**config.mk**
```make
export PLATFORM = sky130hd
export DESIGN_NAME = if_stage
export DESIGN_NICKNAME = d
export VERILOG_FILES = /design/src/rtl/if_stage.sv
export SDC_FILE = /design/constraint.sdc
export NUM_CORES = 1
export LEC_CHECK = 0
export BUFFER_PORTS_ARGS = -buffer_cell sky130_fd_sc_hd__buf_2
export CAP_MARGIN = 20
export CORE_ASPECT_RATIO = 1.4
export CORE_UTILIZATION = 35
export DETAILED_ROUTE_END_ITERATION = 10
export PLACE_DENSITY = 0.54
export SLEW_MARGIN = 20
export SYNTH_ARGS = -nofsm -noshare
export SYNTH_HDL_FRONTEND = slang
export SYNTH_SLANG_ARGS = --single-unit
```
**constraint.sdc**
```tcl
create_clock -name clk -period 2.6 [get_ports clk]
set_clock_uncertainty 0.05 [all_clocks]
set_input_delay 0.13 -clock clk [delete_from_list [all_inputs] [get_ports clk]]
set_output_delay 0.13 -clock clk [all_outputs]
set_load 0.005 [all_outputs]
```
**src/rtl/if_stage.sv**
```systemverilog
// Instruction-fetch stage feeding the ID decoder.
// Owns the PC and keeps at most one request outstanding to a variable-latency
// instruction ROM. Each fetched word is registered into ID as {pc, inst}. An empty
// slot is a bubble with inst = 0, which decodes as a NOP. A one-entry hold buffer
// absorbs a response that arrives while ID is stalled. A redirect replaces the PC
// and flushes the buffered or in-flight fetch.
module if_stage #(
   parameter logic [31:0] RESET_PC = 32'h0000_0000,
   parameter logic [31:0] PC_STEP  = 32'd4
) (
   input  logic        clk,
   input  logic        rst,
   input  logic        stall_i,
   input  logic        redirect_i,
   input  logic [31:0] redirect_pc_i,
   output logic        rom_ce_o,
   output logic [31:0] rom_addr_o,
   input  logic        rom_rdy_i,
   input  logic [31:0] rom_data_i,
   output logic [31:0] pc_o,
   output logic [31:0] inst_o,
   output logic        valid_o
);

   // BOOT idles the ROM for one cycle after reset.
   // DRAIN waits out a request that a redirect orphaned.
   localparam logic [1:0] BOOT  = 2'd0;
   localparam logic [1:0] FETCH = 2'd1;
   localparam logic [1:0] HOLD  = 2'd2;
   localparam logic [1:0] DRAIN = 2'd3;

   logic [1:0]  state, state_n;
   logic [31:0] pc, pc_n;
   logic [31:0] rom_addr_q, rom_addr_n;
   logic        rom_ce_q, rom_ce_n;
   logic [31:0] pc_q, pc_q_n;
   logic [31:0] inst_q, inst_q_n;
   logic        valid_q, valid_q_n;
   logic [31:0] hold_pc, hold_pc_n;
   logic [31:0] hold_inst, hold_inst_n;
   logic        resp;
   logic [31:0] pc_inc;

   assign rom_ce_o   = rom_ce_q;
   assign rom_addr_o = rom_addr_q;
   assign pc_o       = pc_q;
   assign inst_o     = inst_q;
   assign valid_o    = valid_q;

   // A response only counts while a request is actually on the bus.
   assign resp   = rom_ce_q & rom_rdy_i;
   assign pc_inc = pc + PC_STEP;

   // Next-state logic.
   // A redirect has priority over stall and over any response arriving in the same
   // cycle. The ROM address is frozen while draining an orphaned request, so the ROM
   // never sees its address change before it answers.
   always_comb begin
      state_n     = state;
      pc_n        = pc;
      pc_q_n      = pc_q;
      inst_q_n    = inst_q;
      valid_q_n   = valid_q;
      hold_pc_n   = hold_pc;
      hold_inst_n = hold_inst;

      if (redirect_i) begin
         pc_n        = {redirect_pc_i[31:2], 2'b00};
         hold_pc_n   = 32'h0;
         hold_inst_n = 32'h0;
         pc_q_n      = 32'h0;
         inst_q_n    = 32'h0;
         valid_q_n   = 1'b0;
         if ((state == FETCH || state == DRAIN) && rom_ce_q && !rom_rdy_i)
            state_n = DRAIN;
         else
            state_n = FETCH;
      end else begin
         case (state)
            BOOT: begin
               state_n = FETCH;
            end
            FETCH: begin
               if (resp) begin
                  pc_n = pc_inc;
                  if (!stall_i) begin
                     pc_q_n    = pc;
                     inst_q_n  = rom_data_i;
                     valid_q_n = 1'b1;
                  end else begin
                     hold_pc_n   = pc;
                     hold_inst_n = rom_data_i;
                     state_n     = HOLD;
                  end
               end else if (!stall_i) begin
                  pc_q_n    = 32'h0;
                  inst_q_n  = 32'h0;
                  valid_q_n = 1'b0;
               end
            end
            HOLD: begin
               if (!stall_i) begin
                  pc_q_n    = hold_pc;
                  inst_q_n  = hold_inst;
                  valid_q_n = 1'b1;
                  state_n   = FETCH;
               end
            end
            DRAIN: begin
               if (!stall_i) begin
                  pc_q_n    = 32'h0;
                  inst_q_n  = 32'h0;
                  valid_q_n = 1'b0;
               end
               if (resp)
                  state_n = FETCH;
            end
            default: begin
               state_n = BOOT;
            end
         endcase
      end

      rom_ce_n   = (state_n == FETCH) || (state_n == DRAIN);
      rom_addr_n = (state_n == DRAIN) ? rom_addr_q : pc_n;
   end

   // State, PC, ROM request and ID-facing registers. Reset is synchronous.
   always_ff @(posedge clk) begin
      if (rst) begin
         state      <= BOOT;
         pc         <= RESET_PC;
         rom_addr_q <= RESET_PC;
         rom_ce_q   <= 1'b0;
         pc_q       <= 32'h0;
         inst_q     <= 32'h0;
         valid_q    <= 1'b0;
         hold_pc    <= 32'h0;
         hold_inst  <= 32'h0;
      end else begin
         state      <= state_n;
         pc         <= pc_n;
         rom_addr_q <= rom_addr_n;
         rom_ce_q   <= rom_ce_n;
         pc_q       <= pc_q_n;
         inst_q     <= inst_q_n;
         valid_q    <= valid_q_n;
         hold_pc    <= hold_pc_n;
         hold_inst  <= hold_inst_n;
      end
   end

endmodule

```
# == After elaboration in Yosys (flattened, before gate mapping) ==
# Index checks and enable logic that the tools add are counted.
# totals
register_bits,196
in_bits,69
out_inout_bits,98
# op_classes
n_addsub,1
n_eq_ne,7
muxes,24
n_bitwise,1
reduce_logical,10
# ops
cell,n
32-bit two-way mux,11
32-bit case mux with 3 select lines,2
"32-bit by 3-bit adder with 32-bit output, second input constant",1
2-bit two-way mux,6
2-bit case mux with 4 select lines,1
"2-bit equality test, second input constant",3
3-bit AND reduction,2
"2-bit by 1-bit equality test with 1-bit output, second input constant",2
1-bit two-way mux,3
"3-bit inequality test, second input constant",1
1-bit case mux with 3 select lines,1
3-bit nonzero test,1
1-bit logical AND,2
2-bit zero test,1
1-bit logical OR,2
"2-bit inequality test, second input constant",1
2-bit OR reduction,1
1-bit bitwise AND,1
1-bit zero test,1

# == Logic depth before layout (Yosys ltp) ==
# logic_depth
ltp_word,8
depth_mapped,7

# == Worst setup path before layout ==
# OpenSTA, ideal clock, no wires.
# synth_path
kind,register -> register
startpoint,reg pc[2]
endpoint,reg pc[30]
setup_time_ns,0.132
arrival_ns,1.747
required_time_ns,2.418
slack_ns,0.671
path_stages_with_launch,7
path_buffers,0
cell_sequence,dfxtp_1 -> ha_1 -> nand2_1 -> or4_4 -> o31a_1 -> nor3_1 -> nor3_1
# synth_via
elab_chain_cells,4
# synth_lines
element,line,rtl
start: declaration,33,"logic [31:0] pc, pc_n;"
start signal: assignment,142,pc <= pc_n;
32-bit by 3-bit adder with 32-bit output,52,assign pc_inc = pc + PC_STEP;
32-bit two-way mux,84,if (resp) begin
32-bit two-way mux,79,case (state)
32-bit two-way mux,67,if (redirect_i) begin
# Every way passes these cells.
# A chain may end at the register's enable or synchronous reset.

# == Final worst setup path ==
# layout_path
startpoint,reg pc[2]
endpoint,reg rom_addr_q[22] (netlist: rom_addr_o[22])
# layout_via
elab_chain_cells,4
# layout_lines
element,line,rtl
32-bit by 3-bit adder with 32-bit output,52,
32-bit two-way mux,84,
32-bit two-way mux,79,
32-bit two-way mux,67,
end signal: assignment,143,rom_addr_q <= rom_addr_n;
end: declaration,34,"logic [31:0] rom_addr_q, rom_addr_n;"
# Every way passes these cells.

==> results.json <==
{
  "wl_per_cell_um": 15.9,
  "synthMuxAreaShare_pct": 0.507,
  "cp_num_buf_inv": 0,
  "critical_path_class": "reg2reg",
  "gr-total-overflow": 0,
  "tns_ns": 0,
  "antenna_left": 0,
  "core_area_sq_um": 22700,
  "die_w_um": 131,
  "synth_fp_nets": 1031,
  "setup_viol": 0,
  "yosys-top-cells-area": "dfxtp_1 (48%), nand2_1 (7.2%), a22o_1 (6.4%)",
  "drive_above_1_share_pct": 21.1,
  "synth.distinct_cells": 62,
  "syn_area_per_cell_sq_um": 8.48,
  "worstPathArrival_ns": 2.47,
  "wl_met3_um": 874,
  "post-route-util_pct": 46.2,
  "synth-seq-cells": 195,
  "route.met2.wl_um": 11000,
  "start_util_pct": 35.9,
  "synth.top_cell.area_share_pct": 47.9,
  "hold_path.class": "in2reg",
  "synth_ff_type": "dfxtp_1",
  "drt_iter0_markers": 398,
  "portBuffers": 164,
  "grt_pass1_wl_um": 36500,
  "clock-sinks": 195,
  "synth_top_family_by_area": "compound AO/OA/AOI/OAI gates",
  "routedLengthMet1_um": 10800,
  "cp_cell_sequence": "ha_1, nand2_1, nor4_2, a21boi_0, nor3_1, o41ai_1",
  "fin_crit_ns": 2.21,
  "num_vias": 7479,
  "highest_layer": "met4",
  "grt_start_max_net_pins": 130,
  "vias_per_cell": 5.14,
  "final_nets": 1211,
  "synth_area_leader_cell": "dfxtp_1",
  "h-tree-depth": 4,
  "max-slew-margin-rel_pct": 48.6,
  "synth_commonest_cells": "dfxtp_1 (195), nand2_1 (157), nor2_1 (112), a21oi_1 (89), a22oi_1 (64)",
  "cts-root-to-sink-buffers": 2,
  "placementRows": 65,
  "diodes": 0,
  "required_ns": 2.87,
  "worst_pin_slew_ns": 0.771,
  "power_w": 0.00678,
  "antenna_found_initial": 0,
  "synth_most_common_cell": "dfxtp_1",
  "stdcell_count": 1455,
  "async_flop_share_pct": 0,
  "hold_buffers": 56,
  "max_stage_delay_ns": 0.58,
  "drc_errors": 0,
  "gp_congestion": 0.786,
  "synth-simple-area-share_pct": 21.1,
  "finalCritPeriodShare_pct": 84.8,
  "areaGrowthSynthToFinish_pct": 28.6,
  "netlist_area_sq_um": 8150,
  "clk_pin_slew_ns": 0.07,
  "die-area_sq_um": 23900,
  "synth_xor_area_share_pct": 1.93,
  "hold_viol": 0,
  "cp_max_fo": 7,
  "grt_pass1_vias": 6804,
  "crit_path_end_kind": "register",
  "die_h_um": 183,
  "critPathLaunchType": "register",
  "placed_cells": 1367,
  "synth_compound_area_share_pct": 23.8,
  "p_per_area_nw_per_um2": 647,
  "cts_tree": "built",
  "vdd_drop_max_mv": 0.502,
  "rsz0062_at_grt": "no",
  "grt_usage_pct": 19.6,
  "max-cap-violations": 0,
  "leakage_nw": 4.11,
  "first_pass_iters": 5,
  "ioPinCount": 167,
  "drt_wl_total_um": 23100,
  "cts_buffers": 17,
  "synth_edf_count": 0,
  "cp_top_family": "simple AND/OR/NAND/NOR gates",
  "synth_fa_ha_area_share_pct": 0.154,
  "post-cts-setup-buffers": 0,
  "cts_resized": 0,
  "ys_warn_count": 0,
  "synth_cells": 961,
  "max_freq_ghz": 0.453,
  "hpwlAfterDp_um": 14900,
  "root_buffer": "clkbuf_16",
  "cp_slowest_cell": "nor4_2",
  "status": "finished clean",
  "clk_latency_ns": 0.43,
  "slew_violations": 0,
  "yosysSeqAreaShare_pct": 47.9
}
[worst min-delay path, stage by stage]
cell      delay, ns
buf_2          0.07
nand2b_1       0.11
nor3b_1        0.18
[final timing paths]
kind	startpoint	cells after the start	slack [ns]	end
min reg2reg	hold_inst[8]	2	0.40	hold_inst[8]
max reg2reg	pc[2]	6	0.39	rom_addr_o[22]
min	redirect_pc_i[11]	3	0.06	pc[11]
max	pc[2]	6	0.39	rom_addr_o[22]
[placed cells by master (no fill, tap or decap), types with 6 or more instances in the layout]
master / instances
and3_1: 7
o22a_1: 7
xnor2_1: 8
and4_1: 6
nand3b_1: 7
nor4_1: 6
nand3_1: 9
a211oi_1: 16
a22oi_1: 64
nor3_1: 24
nand4_1: 9
o21ai_0: 10
nand2_1: 156
buf_2: 164
clkbuf_16: 17
buf_4: 22
a22o_1: 60
xor2_1: 10
inv_1: 11
dlygate4sd3_1: 56
a21oi_1: 88
nor2_1: 112
dfxtp_1: 195
[cells by family after synthesis]
logic type / count (synthesis)
adders and majority gates: 1
DFF: 195
buffers and inverters: 95
xor gates and xnor gates: 18
muxes: 4
and+or+nand+nor: 371
AOI/OAI and AO/OA: 277
[through the flow]
stage               worst slack (ns)  hold WS [ns]  instance area [sq um]
floorplan                      0.671         0.216                   8150
global placement               0.439         0.334                   9260
detailed placement             0.413         0.341                   9260
CTS                            0.393        0.0137                  10500
global route                   0.125        0.0621                  10500
finish                         0.394        0.0558                  10500
[power by group]
| group | switching, W | leakage, nW | internal [W] |
|---|---|---|---|
| combinational | 0.000381 | 2.20 | 0.000287 |
| clock | 0.00118 | 0.321 | 0.00177 |
| sequential | 0.0000900 | 1.59 | 0.00308 |
[sequential cells by signal, summed over array words and instances (netlist names), named ones only]
name / cells
hold_inst: 32
hold_pc: 32
inst_o: 32
pc: 32
pc_o: 32
rom_addr_o: 32
state: 2
[layout make-up]
type | instances | area [sq um]
fill | 2226 | 12200
tap | 301 | 377
sequential | 195 | 3900
clock buffer | 20 | 457
clock inverter | 12 | 203
multi-input combinational | 671 | 3890
inverter | 11 | 41.3
timing repair buffer | 245 | 1610
[metal layers]
| layer | vias to the layer above | track usage [%] |
|---|---|---|
| met2 | 174 | 31.2 |
| met1 | 3514 | 26.3 |
| met3 | 19 | 3.61 |
| met4 | 0 | 7.08 |
| met5 | - | 0 |
| li1 | 3772 | - |
No activity file was read; power rests on OpenSTA's default activity.
